## src/rtl/cpu_pkg.sv

```systemverilog
`default_nettype none
// ============================================================================
// Module      : cpu_pkg
// Description : Shared encodings for the multi-cycle CPU control unit:
//               opcodes, FSM states, ALU / write-back / PC select codes and
//               small opcode-classification helpers.
// Revision    : 1.0 - initial release
// ============================================================================
package cpu_pkg;

    localparam int OPC_W = 5;

    // Bit 4 of the opcode marks the immediate (or PC-relative) form.
    localparam logic [OPC_W-1:0] OP_MV    = 5'b00000;
    localparam logic [OPC_W-1:0] OP_ADD   = 5'b00001;
    localparam logic [OPC_W-1:0] OP_SUB   = 5'b00010;
    localparam logic [OPC_W-1:0] OP_CMP   = 5'b00011;
    localparam logic [OPC_W-1:0] OP_LD    = 5'b00100;
    localparam logic [OPC_W-1:0] OP_ST    = 5'b00101;
    localparam logic [OPC_W-1:0] OP_JR    = 5'b01000;
    localparam logic [OPC_W-1:0] OP_JZR   = 5'b01001;
    localparam logic [OPC_W-1:0] OP_JNR   = 5'b01010;
    localparam logic [OPC_W-1:0] OP_CALLR = 5'b01100;
    localparam logic [OPC_W-1:0] OP_MVI   = 5'b10000;
    localparam logic [OPC_W-1:0] OP_ADDI  = 5'b10001;
    localparam logic [OPC_W-1:0] OP_SUBI  = 5'b10010;
    localparam logic [OPC_W-1:0] OP_CMPI  = 5'b10011;
    localparam logic [OPC_W-1:0] OP_MVHI  = 5'b10110;
    localparam logic [OPC_W-1:0] OP_J     = 5'b11000;
    localparam logic [OPC_W-1:0] OP_JZ    = 5'b11001;
    localparam logic [OPC_W-1:0] OP_JN    = 5'b11010;
    localparam logic [OPC_W-1:0] OP_CALL  = 5'b11100;

    typedef enum logic [2:0] {
        S_IDLE   = 3'd0,
        S_FETCH  = 3'd1,
        S_DECODE = 3'd2,
        S_EXEC   = 3'd3,
        S_MEM    = 3'd4,
        S_WB     = 3'd5
    } state_e;

    localparam logic [1:0] ALU_ADD = 2'b00;
    localparam logic [1:0] ALU_SUB = 2'b01;

    localparam logic [2:0] WB_MEM   = 3'b000;
    localparam logic [2:0] WB_ALU   = 3'b001;
    localparam logic [2:0] WB_PC2   = 3'b010;
    localparam logic [2:0] WB_RY    = 3'b011;
    localparam logic [2:0] WB_IMM8  = 3'b100;
    localparam logic [2:0] WB_IMM8H = 3'b101;

    localparam logic [1:0] PC_BRANCH = 2'b00;
    localparam logic [1:0] PC_REG    = 2'b01;
    localparam logic [1:0] PC_NEXT   = 2'b10;

    // True for every opcode the control unit implements.
    function automatic logic op_is_defined(input logic [OPC_W-1:0] op);
        case (op)
            OP_MV, OP_ADD, OP_SUB, OP_CMP, OP_LD, OP_ST,
            OP_JR, OP_JZR, OP_JNR, OP_CALLR,
            OP_MVI, OP_ADDI, OP_SUBI, OP_CMPI, OP_MVHI,
            OP_J, OP_JZ, OP_JN, OP_CALL: return 1'b1;
            default:                     return 1'b0;
        endcase
    endfunction

    // True for the arithmetic ops whose ALU result updates N/Z.
    function automatic logic op_sets_flags(input logic [OPC_W-1:0] op);
        case (op)
            OP_ADD, OP_SUB, OP_CMP, OP_ADDI, OP_SUBI, OP_CMPI: return 1'b1;
            default:                                           return 1'b0;
        endcase
    endfunction

endpackage
`default_nettype wire

```

## src/rtl/cpu_ctrl_decode.sv

```systemverilog
`default_nettype none
// ============================================================================
// Module      : cpu_ctrl_decode
// Description : Purely combinational control-vector decode from the current
//               FSM state, the opcode and the N/Z flags. Unused selects sit
//               at their idle defaults (WBSrc=ALU, PCSrc=PC+2).
// Revision    : 1.0 - initial release
// ============================================================================
module cpu_ctrl_decode
    import cpu_pkg::*;
#(
    parameter int OPCODE_W = 5,
    parameter int ALUOP_W  = 2,
    parameter int WBSRC_W  = 3
) (
    input  state_e              state_i,
    input  logic [OPCODE_W-1:0] opcode_i,
    input  logic                flag_n_i,
    input  logic                flag_z_i,
    output logic                mem_req_o,
    output logic                mem_sel_o,
    output logic                mem_write_o,
    output logic                reg_write_o,
    output logic                reg_dst_o,
    output logic [ALUOP_W-1:0]  alu_op_o,
    output logic                alu_src_o,
    output logic                ext_sel_o,
    output logic [WBSRC_W-1:0]  wb_src_o,
    output logic [1:0]          pc_src_o,
    output logic                pc_enable_o
);

    // Map state and opcode to the strobes and mux selects for this cycle.
    always_comb begin
        mem_req_o   = 1'b0;
        mem_sel_o   = 1'b0;
        mem_write_o = 1'b0;
        reg_write_o = 1'b0;
        reg_dst_o   = 1'b0;
        alu_op_o    = ALU_ADD;
        alu_src_o   = 1'b0;
        ext_sel_o   = 1'b0;
        wb_src_o    = WB_ALU;
        pc_src_o    = PC_NEXT;
        pc_enable_o = 1'b0;

        case (state_i)
            S_FETCH: begin
                mem_req_o = 1'b1;
            end
            S_EXEC: begin
                pc_enable_o = 1'b1;
                case (opcode_i)
                    OP_MV:   begin reg_write_o = 1'b1; wb_src_o = WB_RY; end
                    OP_ADD:  begin reg_write_o = 1'b1; end
                    OP_ADDI: begin reg_write_o = 1'b1; alu_src_o = 1'b1; end
                    OP_SUB:  begin reg_write_o = 1'b1; alu_op_o = ALU_SUB; end
                    OP_SUBI: begin
                        reg_write_o = 1'b1;
                        alu_op_o    = ALU_SUB;
                        alu_src_o   = 1'b1;
                    end
                    OP_CMP:  begin alu_op_o = ALU_SUB; end
                    OP_CMPI: begin alu_op_o = ALU_SUB; alu_src_o = 1'b1; end
                    OP_MVI:  begin reg_write_o = 1'b1; wb_src_o = WB_IMM8; end
                    OP_MVHI: begin reg_write_o = 1'b1; wb_src_o = WB_IMM8H; end
                    OP_JR:   begin pc_src_o = PC_REG; end
                    OP_J:    begin pc_src_o = PC_BRANCH; ext_sel_o = 1'b1; end
                    OP_JZR:  begin if (flag_z_i) pc_src_o = PC_REG; end
                    OP_JNR:  begin if (flag_n_i) pc_src_o = PC_REG; end
                    OP_JZ: begin
                        if (flag_z_i) begin
                            pc_src_o  = PC_BRANCH;
                            ext_sel_o = 1'b1;
                        end
                    end
                    OP_JN: begin
                        if (flag_n_i) begin
                            pc_src_o  = PC_BRANCH;
                            ext_sel_o = 1'b1;
                        end
                    end
                    OP_CALLR: begin
                        pc_src_o    = PC_REG;
                        reg_write_o = 1'b1;
                        reg_dst_o   = 1'b1;
                        wb_src_o    = WB_PC2;
                    end
                    OP_CALL: begin
                        pc_src_o    = PC_BRANCH;
                        ext_sel_o   = 1'b1;
                        reg_write_o = 1'b1;
                        reg_dst_o   = 1'b1;
                        wb_src_o    = WB_PC2;
                    end
                    // ld/st only advance the PC here; undefined ops act as NOP.
                    default: ;
                endcase
            end
            S_MEM: begin
                mem_req_o   = 1'b1;
                mem_sel_o   = 1'b1;
                mem_write_o = (opcode_i == OP_ST);
            end
            S_WB: begin
                reg_write_o = 1'b1;
                wb_src_o    = WB_MEM;
            end
            default: ;
        endcase
    end

endmodule
`default_nettype wire

```

## src/rtl/cpu_control_fsm.sv

```systemverilog
`default_nettype none
// ============================================================================
// Module      : cpu_control_fsm
// Description : Multi-cycle CPU control unit. Sequences fetch / decode /
//               execute / memory / write-back over a shared memory port with
//               a ready handshake and a bounded wait. Owns the N/Z flags, the
//               retired-instruction counter and sticky error bits.
// Revision    : 1.0 - initial release
// ============================================================================
module cpu_control_fsm
    import cpu_pkg::*;
#(
    parameter int OPCODE_W = 5,
    parameter int ALUOP_W  = 2,
    parameter int WBSRC_W  = 3,
    parameter int TIMEOUT  = 64,
    parameter int CNT_W    = 32
) (
    input  logic                clk,
    input  logic                reset_n,
    input  logic                run,
    input  logic [OPCODE_W-1:0] opcode,
    input  logic                mem_ready,
    input  logic                alu_n,
    input  logic                alu_z,
    output logic                ir_load,
    output logic                mem_req,
    output logic                mem_sel,
    output logic                MemWrite,
    output logic                RegWrite,
    output logic                RegDst,
    output logic [ALUOP_W-1:0]  ALUOp,
    output logic                ALUSrc,
    output logic                ExtSel,
    output logic [WBSRC_W-1:0]  WBSrc,
    output logic [1:0]          PCSrc,
    output logic                pc_enable,
    output logic                flag_n,
    output logic                flag_z,
    output logic                busy,
    output logic                illegal_op,
    output logic                mem_timeout,
    output logic [CNT_W-1:0]    retired_count
);

    localparam int              WAIT_W   = $clog2(TIMEOUT);
    localparam logic [WAIT_W-1:0] WAIT_MAX = WAIT_W'(TIMEOUT - 1);

    state_e              state_q, state_d;
    logic [WAIT_W-1:0]   wait_q, wait_d;
    logic                retire_d;
    logic                timeout_d;
    logic                flag_n_q, flag_z_q;
    logic                illegal_q, timeout_q;
    logic [CNT_W-1:0]    count_q;

    // State and wait-counter register; reset aborts any transaction at once.
    always_ff @(posedge clk or negedge reset_n) begin
        if (!reset_n) begin
            state_q <= S_IDLE;
            wait_q  <= '0;
        end else begin
            state_q <= state_d;
            wait_q  <= wait_d;
        end
    end

    // Next state; the wait counter only survives while a request is stalled.
    always_comb begin
        state_d   = state_q;
        wait_d    = '0;
        retire_d  = 1'b0;
        timeout_d = 1'b0;
        case (state_q)
            S_IDLE: begin
                if (run) state_d = S_FETCH;
            end
            S_FETCH: begin
                if (mem_ready) begin
                    state_d = S_DECODE;
                end else if (wait_q == WAIT_MAX) begin
                    state_d   = S_IDLE;
                    timeout_d = 1'b1;
                end else begin
                    wait_d = wait_q + 1'b1;
                end
            end
            S_DECODE: begin
                state_d = S_EXEC;
            end
            S_EXEC: begin
                if (opcode == OP_LD || opcode == OP_ST) begin
                    state_d = S_MEM;
                end else begin
                    state_d  = S_IDLE;
                    retire_d = 1'b1;
                end
            end
            S_MEM: begin
                if (mem_ready) begin
                    if (opcode == OP_LD) begin
                        state_d = S_WB;
                    end else begin
                        state_d  = S_IDLE;
                        retire_d = 1'b1;
                    end
                end else if (wait_q == WAIT_MAX) begin
                    state_d   = S_IDLE;
                    timeout_d = 1'b1;
                end else begin
                    wait_d = wait_q + 1'b1;
                end
            end
            S_WB: begin
                state_d  = S_IDLE;
                retire_d = 1'b1;
            end
            default: state_d = S_IDLE;
        endcase
    end

    // Architectural status: flags, sticky error bits and retire counter.
    always_ff @(posedge clk or negedge reset_n) begin
        if (!reset_n) begin
            flag_n_q  <= 1'b0;
            flag_z_q  <= 1'b0;
            illegal_q <= 1'b0;
            timeout_q <= 1'b0;
            count_q   <= '0;
        end else begin
            if (state_q == S_EXEC && op_sets_flags(opcode)) begin
                flag_n_q <= alu_n;
                flag_z_q <= alu_z;
            end
            if (state_q == S_DECODE && !op_is_defined(opcode)) begin
                illegal_q <= 1'b1;
            end
            if (timeout_d) begin
                timeout_q <= 1'b1;
            end
            if (retire_d) begin
                count_q <= count_q + 1'b1;
            end
        end
    end

    // Output decode: control vector from state/opcode/flags.
    cpu_ctrl_decode #(
        .OPCODE_W (OPCODE_W),
        .ALUOP_W  (ALUOP_W),
        .WBSRC_W  (WBSRC_W)
    ) u_decode (
        .state_i     (state_q),
        .opcode_i    (opcode),
        .flag_n_i    (flag_n_q),
        .flag_z_i    (flag_z_q),
        .mem_req_o   (mem_req),
        .mem_sel_o   (mem_sel),
        .mem_write_o (MemWrite),
        .reg_write_o (RegWrite),
        .reg_dst_o   (RegDst),
        .alu_op_o    (ALUOp),
        .alu_src_o   (ALUSrc),
        .ext_sel_o   (ExtSel),
        .wb_src_o    (WBSrc),
        .pc_src_o    (PCSrc),
        .pc_enable_o (pc_enable)
    );

    assign ir_load       = (state_q == S_FETCH) && mem_ready;
    assign busy          = (state_q != S_IDLE);
    assign flag_n        = flag_n_q;
    assign flag_z        = flag_z_q;
    assign illegal_op    = illegal_q;
    assign mem_timeout   = timeout_q;
    assign retired_count = count_q;

endmodule
`default_nettype wire

```

## config.mk

```make
export PLATFORM = sky130hd
export DESIGN_NAME = cpu_control_fsm
export DESIGN_NICKNAME = d
export VERILOG_FILES = /design/src/rtl/cpu_pkg.sv /design/src/rtl/cpu_ctrl_decode.sv /design/src/rtl/cpu_control_fsm.sv
export SDC_FILE = /design/constraint.sdc
export NUM_CORES = 1
export LEC_CHECK = 0
export ABC_AREA = 0
export BUFFER_PORTS_ARGS = -buffer_cell sky130_fd_sc_hd__buf_2
export CAP_MARGIN = 20
export CORE_MARGIN = 2
export CORE_UTILIZATION = 40
export DETAILED_ROUTE_END_ITERATION = 8
export GPL_ROUTABILITY_DRIVEN = 0
export RECOVER_POWER = 25
export SLEW_MARGIN = 20
export SYNTH_ARGS = -nofsm -noshare
export SYNTH_HDL_FRONTEND = slang
export SYNTH_SLANG_ARGS = --single-unit
export TNS_END_PERCENT = 20
```

## constraint.sdc

```tcl
create_clock -name clk -period 2.11 [get_ports clk]
set_input_delay 0.211 -clock clk [delete_from_list [all_inputs] [get_ports clk]]
set_output_delay 0.211 -clock clk [all_outputs]
set_load 0.05 [all_outputs]
```

==> impl_results.md, run 1 <==
* Clk_skew at 0.0107 ns
* Reg2reg path depth at 4
* DRC at 0
* Register area share after synthesis at 0.409
* Placed insts at slightly below 400
* DR WL/cell at around 15 um
* Post-DRT Antenna Nets at 0
* Starting density of the core at 0.410
* M3 GR Usage at 0.0313
* CP cell instances: buf_4 > nand2b_1 > nor2_1 > and3_1 > buf_2
* Final hold slack at 0.129 ns
* Flops & latches, synth at between 40 and 50
* Layout Area Growth over Synthesis at 20.2%
* Hold EP: flag_n
* CP peak stage delay at 0.38 ns
* Count of cell types in the netlist at 55
* Count leader, synth: dfrtp_1
* Crit Reg-Reg Startpoint: retired_count[10]
* Setup TNS at 0 ns
* Largest net degree at the start of global routing at 20
* Leak at 1.42 nW
* Yosys top cell area share at 0.409
* CTS H-Tree Depth at 2
* Critical Path RT at 1.90 ns
* Worst Hold Launch: alu_n
* Slew Limit Fails at 0
* Worst Setup Path Type: reg2out
* Fill cells at 657
* First-pass GRT wire length at about 10000 um
* Buf/Inv on CP at 2
* Run status: complete, no violations
* Multi-input logic area at 1530 um^2
* Final setup viols at 0
* Cells after Synth at 258
* EDFF count, synth at 0
* WP data arrival at 1.70 ns
* Power Dens Cells at 878 nW/um^2
* Die X at a little under 90 um
* Synthesized cell area at 2760 um^2
* Max-Cap Viols at 0
* Syn Area/Cell at 10.7 um^2
* Port buffer count at 62
* Asr flop ratio synth at 1.00
* CTS clk-pin slew, worst paths at approximately 0.09 ns
* Clk Latency, worst-skew pair at 0.29 ns
* CP top delay family: simple AND/OR/NAND/NOR gates
* Vias at around 2200
* Min-delay worst type: in2reg
* Worst path slowest cell: dfrtp_1
* Final Hold Violating Endpoints at 0
* CTS root buf: clkbuf_8
* Die area at 7570 um^2
* Initial drt markers at 71
* All-Layer GR Usage at 0.171
* Reg-to-reg setup timing slack at 0.28 ns
* Synth area leaders: dfrtp_1 41%, xnor2_1 6.7%, xor2_1 5.1%
* Syn Nets at ~270
* Number of CTS-inserted buffers at 5
* Ratio of cells with drive above 1 in the final layout at 0.350
* Top cell type by total area after synthesis: dfrtp_1
* Synth Warn # at 0
* Synth Flop Type: dfrtp_1
* Min Tclk post-route at 1.91 ns
* Max Fclk at about 520 MHz
* Top Usage Layer GRT: met1
* Global route overflow at 0
* IO Pins at 64
* Critical Path Sink Type: output pin
* Clock sinks at 45
* Core Region at 6720 um^2
* Pre-CTS WS at 0.226 ns
* Rel. slew slack at 0.484
* Post-DP HPWL at 4520 um
* Antenna violations before repair at 0
* Total length of routed wires at approximately 6000 um
* Unrepaired setup endpoints after global routing: false
* Post-route setup slack at 0.202 ns
* WHS Path Cells at 2
* Register Area at around 1100 um^2
* Met1 Resource Use GR at 0.255
* Non-Filler Instances at around 400
* Crit path launch type: register
* Setup Buffers After CTS at 0
* # diodes at 0
* Most frequent cells after synthesis: 45 x dfrtp_1, 21 x xnor2_1, 20 x nor2_1
* Clock buffer depth at 2
* Row cnt at 30
* Chip height at 87.0 um
* Nets at 339
* Peak supply drop at 887 uV
* Vias/cell at roughly 5.5
* Worst slew pin tran at about 0.77 ns
* Reg2reg end: retired_count[30]
* Drt pass-1 iters at 4
* Period utilization at 0.904
* Largest fanout on the critical path at 10
* Vias in the first global route at 2180
* CTS tree: done
* M2 GR Usage at 0.254
-- worst reg2reg max path: stages, from the launching register on --
cell and delay (ns):
dfrtp_1 0.46, and4_1 0.39, nand4_1 0.25, a2111oi_1 0.49, xor2_1 0.18
-- metal layers --
metal	up-vias	share of wire	wire length, um
met3	4	0.040	237
met1	1086	0.50	2980
met4	0	0.0089	53
li1	1084	-	-
met2	53	0.45	2700
met5	-	0	0
-- placed cells by master (no fill, tap or decap), types with 7 or more instances in the layout --
| cell | n |
|---|---|
| a2111oi_2 | 9 |
| and2_1 | 7 |
| and3_1 | 8 |
| buf_2 | 61 |
| buf_4 | 14 |
| dfrtp_1 | 45 |
| nand2_1 | 15 |
| nand4_1 | 8 |
| nor2_1 | 19 |
| xnor2_1 | 21 |
| xor2_1 | 16 |
-- worst max-delay path by stage --
stage / from / cells after the start / to / slack [ns]
finish: state_q[1] / 5 / MemWrite / 0.20
CTS: state_q[1] / 6 / WBSrc[2] / 0.20
global placement: retired_count[2] / 4 / retired_count[30] / 0.22
global route: state_q[1] / 6 / WBSrc[2] / 0.06
detailed placement: opcode[4] / 5 / retired_count[1] / 0.23
floorplan: state_q[2] / 5 / WBSrc[2] / -0.12
-- flip-flops by register name, indices dropped and copies added, names as in the netlist --
register / count
flag_n: 1
wait_q: 6
illegal_op: 1
retired_count: 32
state_q: 3
mem_timeout: 1
flag_z: 1
-- power by group --
group | switching, mW | internal [mW] | leakage [nW]
combinational | 0.860 | 0.359 | 0.829
clock | 0.286 | 0.345 | 0.0540
sequential | 0.0964 | 0.963 | 0.538
-- metrics by stage --
step	utilization	area [um^2]	total power [mW]
after floorplan	-	2780	1.98
after global placement	0.477	3210	2.29
after detailed placement	0.477	3210	2.31
after CTS	0.494	3320	2.94
after global routing	0.493	3310	3.08
final	0.493	3310	2.91
-- repair_timing --
| item | in CTS | in global routing |
|---|---|---|
| hold endpoints to repair | 12 | 0 |
| gates resized for setup | 0 | 1 |
| hold buffers | 1 | 0 |
| setup endpoints to repair | 0 | 1 |
-- cells by family after synthesis --
| logic type | count (synthesis) | share of synthesized area |
|---|---|---|
| simple gates | 89 | 0.194 |
| compound gates | 57 | 0.210 |
| flops | 45 | 0.409 |
| xor+xnor | 37 | 0.118 |
| buf+inv | 23 | 0.0431 |
| mux | 4 | 0.0163 |
| fa+ha+maj | 2 | 0.00908 |
| other cells | 1 | 0.00136 |
-- final cells by class --
type / count / area share
clock buffers: 5 / 0.0208
clock inverters: 2 / 0.0106
inverters: 5 / 0.00566
multi-input cells: 190 / 0.462
flip-flops and latches: 45 / 0.340
well taps: 80 / 0.0302
repair buffers: 79 / 0.131
No activity file was read; power rests on OpenSTA's default activity.
==> run 2, diff against run 1 <==
--- a/config.mk
+++ b/config.mk
@@ -12,7 +12,7 @@
 export CORE_UTILIZATION = 40
 export DETAILED_ROUTE_END_ITERATION = 8
 export GPL_ROUTABILITY_DRIVEN = 0
-export RECOVER_POWER = 25
+export RECOVER_POWER = 50
 export SLEW_MARGIN = 20
 export SYNTH_ARGS = -nofsm -noshare
 export SYNTH_HDL_FRONTEND = slang
==> constraint.sdc (replaced) <==
create_clock -name clk -period 1.57 [get_ports clk]
set_input_delay 0.157 -clock clk [delete_from_list [all_inputs] [get_ports clk]]
set_output_delay 0.157 -clock clk [all_outputs]
set_load 0.05 [all_outputs]
==> run 2 against run 1 <==
Net effect: the run now ends with setup timing left; wire length is 24% higher; global-route usage rose by 1.9 points; die area unchanged; clock-buffer cell count rose by 1; combinational power is 96% higher; non-clock buffer count is 50 higher; worst hold slack lost 0.059 ns; first-iteration DRC count is 72% higher; cell area grew 30%; cell count up 13%; register-to-register slack worse by 0.34 ns; highest routed layer unchanged.
==> impl_results.md, run 2 (synthesis gave the netlist of run 1 again) <==
* IO Pins at 64
* Core Region at 6720 um^2
* Critical Path RT at 1.41 ns
* Largest net degree at the start of global routing at 29
* Global route overflow at 0
* Post-DP HPWL at 5040 um
* Run status: finished, violations left
* First-pass GRT wire length at approximately 11000 um
* Initial drt markers at around 120
* Register Area at 1150 um^2
* Levels on crit path at 6
* Crit path launch type: register
* CP cell instances: buf_6 > buf_6 > nand2b_4 > nor2_4 > and3_4 > buf_8
* Post-route setup slack at -0.164 ns
* Final setup viols at 25
* CP peak stage delay at 0.40 ns
* Pre-CTS WS at -0.133 ns
* Reg2reg path depth at 6
* P_sw at 1.95 mW
* Commonest non-fill, non-tap cell in the layout: buf_4
* Antenna violations before repair at 0
* Vias at 2458
* Min Tclk post-route at 1.73 ns
* Unrepaired setup endpoints after global routing: true
* Register share of total power at 0.317
* Switching Share at 0.430
* Critical Path Sink Type: output pin
* Nets at 389
* Design area at 4310 um^2
* Final Hold Violating Endpoints at 0
* CP top delay family: simple AND/OR/NAND/NOR gates
* Buf/Inv on CP at 3
* DRC at 0
* Reg2reg end: retired_count[30]
* Leak at 1.74 nW
* Worst path slowest cell: dfrtp_1
* Worst Setup Path Type: reg2out
* Fin util at 0.642
* Clock buffer depth at 2
* Period utilization at 1.10
* CTS root buf: clkbuf_8
* Power share of the combinational group at 0.528
* Die area at 7570 um^2
* Placed insts at 434
* WP data arrival at 1.58 ns
* Min-delay worst type: in2reg
* Row cnt at 30
* Post-DRT Antenna Nets at 0
* All-Layer GR Usage at 0.190
* Max Fclk at between 500 and 600 MHz
* Die X at 87.0 um
* Total length of routed wires at roughly 7400 um
* Max reg flops at 32
* Clock sinks at 45
* Worst slew pin tran at 1.02 ns
* Number of CTS-inserted buffers at 5
* Commonest non-fill, non-tap cells in the layout: 45 x buf_4, 41 x buf_2, 25 x buf_6
* Drt pass-1 iters at 4
* Peak supply drop at 994 uV
* Slew Limit Fails at 0
* Ratio of cells with drive above 1 in the final layout at 0.576
* Internal power at between 2 and 3 mW
* Clock share of power at 0.156
* Largest fanout on the critical path at 5
* Rel. slew slack at 0.322
* Multi-input logic area at between 1500 and 2000 um^2
* CTS tree: done
* # diodes at 0
* DR WL/cell at 16.1 um
* Reg-to-reg setup timing slack at -0.06 ns
* Clk_skew at 0.00841 ns
* Critical path's most frequent cell: buf_6
* Critical path startpoint: state_q[1]
* Layout Area Growth over Synthesis at 56.4%
* Crit Reg-Reg Startpoint: state_q[2]
* Max-Cap Viols at 0
* Clk Latency, worst-skew pair at 0.30 ns
* DP Area at between 3000 and 4000 um^2
* Failing checks: setup timing
* Fill cells at 522
* Starting density of the core at 0.410
* Vias in the first global route at 2364
* Worst Setup EP: MemWrite
* CTS H-Tree Depth at 2
* Power Dens Cells at about 1100 nW/um^2
* Vias/cell at 5.38
* CTS clk-pin slew, worst paths at 0.09 ns
* Non-Filler Instances at between 400 and 500
* Port buffer count at 62
* Total power at about 4.5 mW
* Chip height at just under 90 um
[run 2: stage by stage]
| stage | hold slack, ns | setup TNS [ns] |
|---|---|---|
| after floorplan | -0.139 | -3.84 |
| after global placement | 0.131 | -1.10 |
| after detailed placement | 0.133 | -1.99 |
| after CTS | 0.0672 | -1.82 |
| after global routing | 0.0611 | -3.85 |
| final | 0.0703 | -1.87 |
[run 2: power by group through the flow]
stage | clock network (mW) | logic (mW) | registers [mW]
floorplan | 0 | 0.943 | 1.82
global placement | 0 | 1.95 | 1.44
detailed placement | 0 | 1.96 | 1.45
CTS | 0.731 | 2.28 | 1.44
global route | 0.776 | 2.53 | 1.46
finish | 0.707 | 2.39 | 1.44
[run 2: worst min-delay path by stage]
stage	start	to	slack, ns	cells past startpoint
after global routing	alu_z	flag_z	0.06	2
final	alu_n	flag_n	0.07	2
after floorplan	reset_n	flag_n	-0.14	0
after global placement	reset_n	retired_count[0]	0.13	1
after CTS	alu_z	flag_z	0.07	2
after detailed placement	reset_n	retired_count[0]	0.13	1
[run 2: area by class of cell]
class | instances | area share
Multi-Input combinational cell | 190 | 0.434
Sequential cell | 45 | 0.268
Timing Repair Buffer | 129 | 0.250
Tap cell | 80 | 0.0232
Clock buffer | 6 | 0.0168
Inverter | 5 | 0.00609
Clock inverter | 2 | 0.00232
[run 2: per-layer routing]
metal	wire length (um)	up-vias	global-route usage
li1	-	1187	-
met1	3310	1192	0.264
met2	3700	69	0.307
met3	275	10	0.0265
met4	91	0	0.0582
met5	0	-	0
[run 2: what timing repair did]
item,in CTS,in global routing
setup buffers,8,5
setup endpoints to repair,47,46
resized for setup,65,25
pin swaps,10,17
hold endpoints to repair,17,0
gates cloned,1,0
hold buffers,1,0
[run 2: worst reg2reg max path, stage by stage, from the launching register on]
cell	delay [ns]
dfrtp_1	0.39
nand3b_4	0.16
buf_4	0.15
a2bb2oi_2	0.17
buf_12	0.17
a2111oi_4	0.33
xor2_1	0.19
==> run 3, diff against run 2 <==
--- a/config.mk
+++ b/config.mk
@@ -12,7 +12,9 @@
 export CORE_UTILIZATION = 40
 export DETAILED_ROUTE_END_ITERATION = 8
 export GPL_ROUTABILITY_DRIVEN = 0
+export GPL_TIMING_DRIVEN = 1
 export RECOVER_POWER = 50
+export SETUP_SLACK_MARGIN = 0.05
 export SLEW_MARGIN = 20
 export SYNTH_ARGS = -nofsm -noshare
 export SYNTH_HDL_FRONTEND = slang
==> run 3 against run 2 <==
Net effect: core utilization increased by 2.1 points; sequential cell count stayed put; largest cell class unchanged; fmax rose by 1.4%; combinational power is 5% higher; clock skew rose by 0.0021 ns; the run still ends with setup timing left; die area stayed put; register-to-register slack hardly changed.
==> impl_results.md, run 3 (synthesis gave the netlist of run 1 again) <==
* Run status: finished, violations left
* Failing checks: setup timing
* DR WL/cell at 16.5 um
* Non-Filler Instances at 464
* DRC at 0
* Final Hold Violating Endpoints at 0
* Setup TNS at -1.52 ns
* Placed insts at 434
* Vias at 2521
* Clock sinks at 45
* Power Dens Cells at 1050 nW/um^2
* Critical path's most frequent cell: buf_6
* Post-DP HPWL at between 5000 and 6000 um
* Worst Setup Path Type: reg2out
* Min-delay worst type: in2reg
* Initial drt markers at 78
* Reg-to-reg setup timing slack at -0.06 ns
* CTS H-Tree Depth at 2
* Final setup viols at 27
* Internal power at ~2.7 mW
* Core Region at 6720 um^2
* Number of CTS-inserted buffers at 5
* Nets at 396
* Rel. slew slack at 0.329
* CTS tree: done
* Min Tclk post-route at 1.71 ns
* Clock buffer depth at 2
* CTS clk-pin slew, worst paths at around 0.090 ns
* Chip height at around 87 um
* Post-route setup slack at -0.141 ns
* First-pass GRT wire length at 11800 um
* Max reg flops at 32
* Crit path launch type: register
* # diodes at 0
* Total power at 4.67 mW
* Critical Path Sink Type: output pin
* Clock share of power at 0.153
* IO Pins at 64
* Post-DRT Antenna Nets at 0
* CP cell instances: buf_6 > nand3b_4 > buf_6 > inv_8 > buf_6 > o2111ai_4 > nor2_4 > buf_8
* Worst slew pin tran at between 1 and 1.5 ns
* Register share of total power at 0.308
* Commonest non-fill, non-tap cells in the layout: 48 x buf_4, 42 x buf_2, 27 x buf_6
* Peak supply drop at 1010 uV
* Period utilization at 1.09
* Unrepaired setup endpoints after global routing: true
* Max-Cap Viols at 0
* Power share of the combinational group at 0.539
* Max Fclk at 585 MHz
* Vias in the first global route at 2457
* Clk_skew at 0.0105 ns
* Slew Limit Fails at 0
* CTS root buf: clkbuf_8
* Die area at approximately 7600 um^2
* Antenna violations before repair at 0
* Critical Path RT at 1.41 ns
* Largest fanout on the critical path at 4
* Global route overflow at 0
* Port buffer count at 62
* Largest net degree at the start of global routing at 29
* P_sw at 2.01 mW
* Ratio of cells with drive above 1 in the final layout at 0.596
* Die X at 87.0 um
* WP data arrival at 1.55 ns
* Worst path slowest cell: dfrtp_1
* Vias/cell at 5.43
* Total length of routed wires at 7660 um
* Fill cells at roughly 500
* Switching Share at 0.430
* Leak at about 1.8 nW
* Clk Latency, worst-skew pair at 0.30 ns
* All-Layer GR Usage at 0.196
* Layout Area Growth over Synthesis at 61.6%
* Starting density of the core at 0.410
* Drt pass-1 iters at 4
* Commonest non-fill, non-tap cell in the layout: buf_4
* Row cnt at 30
* CP peak stage delay at 0.37 ns
[run 3: changes by cell type in the layout (fill, tap and decap cells not counted), sizes merged]
cell / change
buf: +7
[run 3: power groups by stage]
| stage | Combinational (mW) | Clock [mW] | Sequential (mW) |
|---|---|---|---|
| after CTS | 2.34 | 0.731 | 1.44 |
| after floorplan | 0.943 | 0 | 1.82 |
| final | 2.52 | 0.715 | 1.44 |
| after detailed placement | 1.96 | 0 | 1.45 |
| after global routing | 2.67 | 0.783 | 1.46 |
| after global placement | 1.95 | 0 | 1.44 |
[run 3: final cells by class]
| class | count | area [um^2] | area share |
|---|---|---|---|
| multi-input cells | 190 | 1930 | 0.434 |
| flip-flops and latches | 45 | 1150 | 0.259 |
| clock inverters | 2 | 10.0 | 0.00225 |
| well taps | 80 | 100 | 0.0225 |
| repair buffers | 136 | 1160 | 0.260 |
| inverters | 5 | 26.3 | 0.00590 |
| clock buffers | 6 | 72.6 | 0.0163 |
[run 3: per-layer routing]
metal  track usage  wire, um
met5             0         0
met4        0.0554        83
met3        0.0275       268
met2         0.329      3970
met1         0.265      3330
[run 3: timing repair]
| action | in CTS | in global routing |
|---|---|---|
| pin swaps | 20 | 29 |
| setup buffers | 12 | 7 |
| gates resized for setup | 79 | 28 |
| setup endpoints to repair | 48 | 57 |
| cloned | 1 | 1 |
| hold endpoints to repair | 17 | 0 |
| hold buffers | 1 | 0 |
[run 3: path summary, 6_finish.rpt]
kind                       startpoint           endpoint  depth (start not counted)
max in group asynchronous     reset_n  retired_count[10]                          3
min in group asynchronous     reset_n  retired_count[31]                          2
max reg2reg                state_q[1]  retired_count[31]                          5
min reg2reg                 wait_q[0]          wait_q[0]                          1
min                             alu_z             flag_z                          2
max                        state_q[1]           PCSrc[0]                          8
[run 3: per-stage QoR]
stage	worst slack, ns	hold WS, ns	utilization	instance area, um^2
5_1_grt	-0.202	0.0631	0.663	4460
4_1_cts	-0.181	0.0672	0.631	4240
2_1_floorplan	-0.208	-0.139	-	2890
6_report	-0.141	0.0771	0.663	4460
3_3_place_gp	-0.0853	0.131	0.545	3660
3_5_place_dp	-0.133	0.133	0.545	3660
[run 3: worst max-delay path, delay by kind of cell, from the launching register on]
kind | cells | cell delay, ns
flip-flops | 1 | 0.37
AO/OA/AOI/OAI | 1 | 0.12
buffers and inverters | 5 | 0.57
AND/OR/NAND/NOR | 2 | 0.21
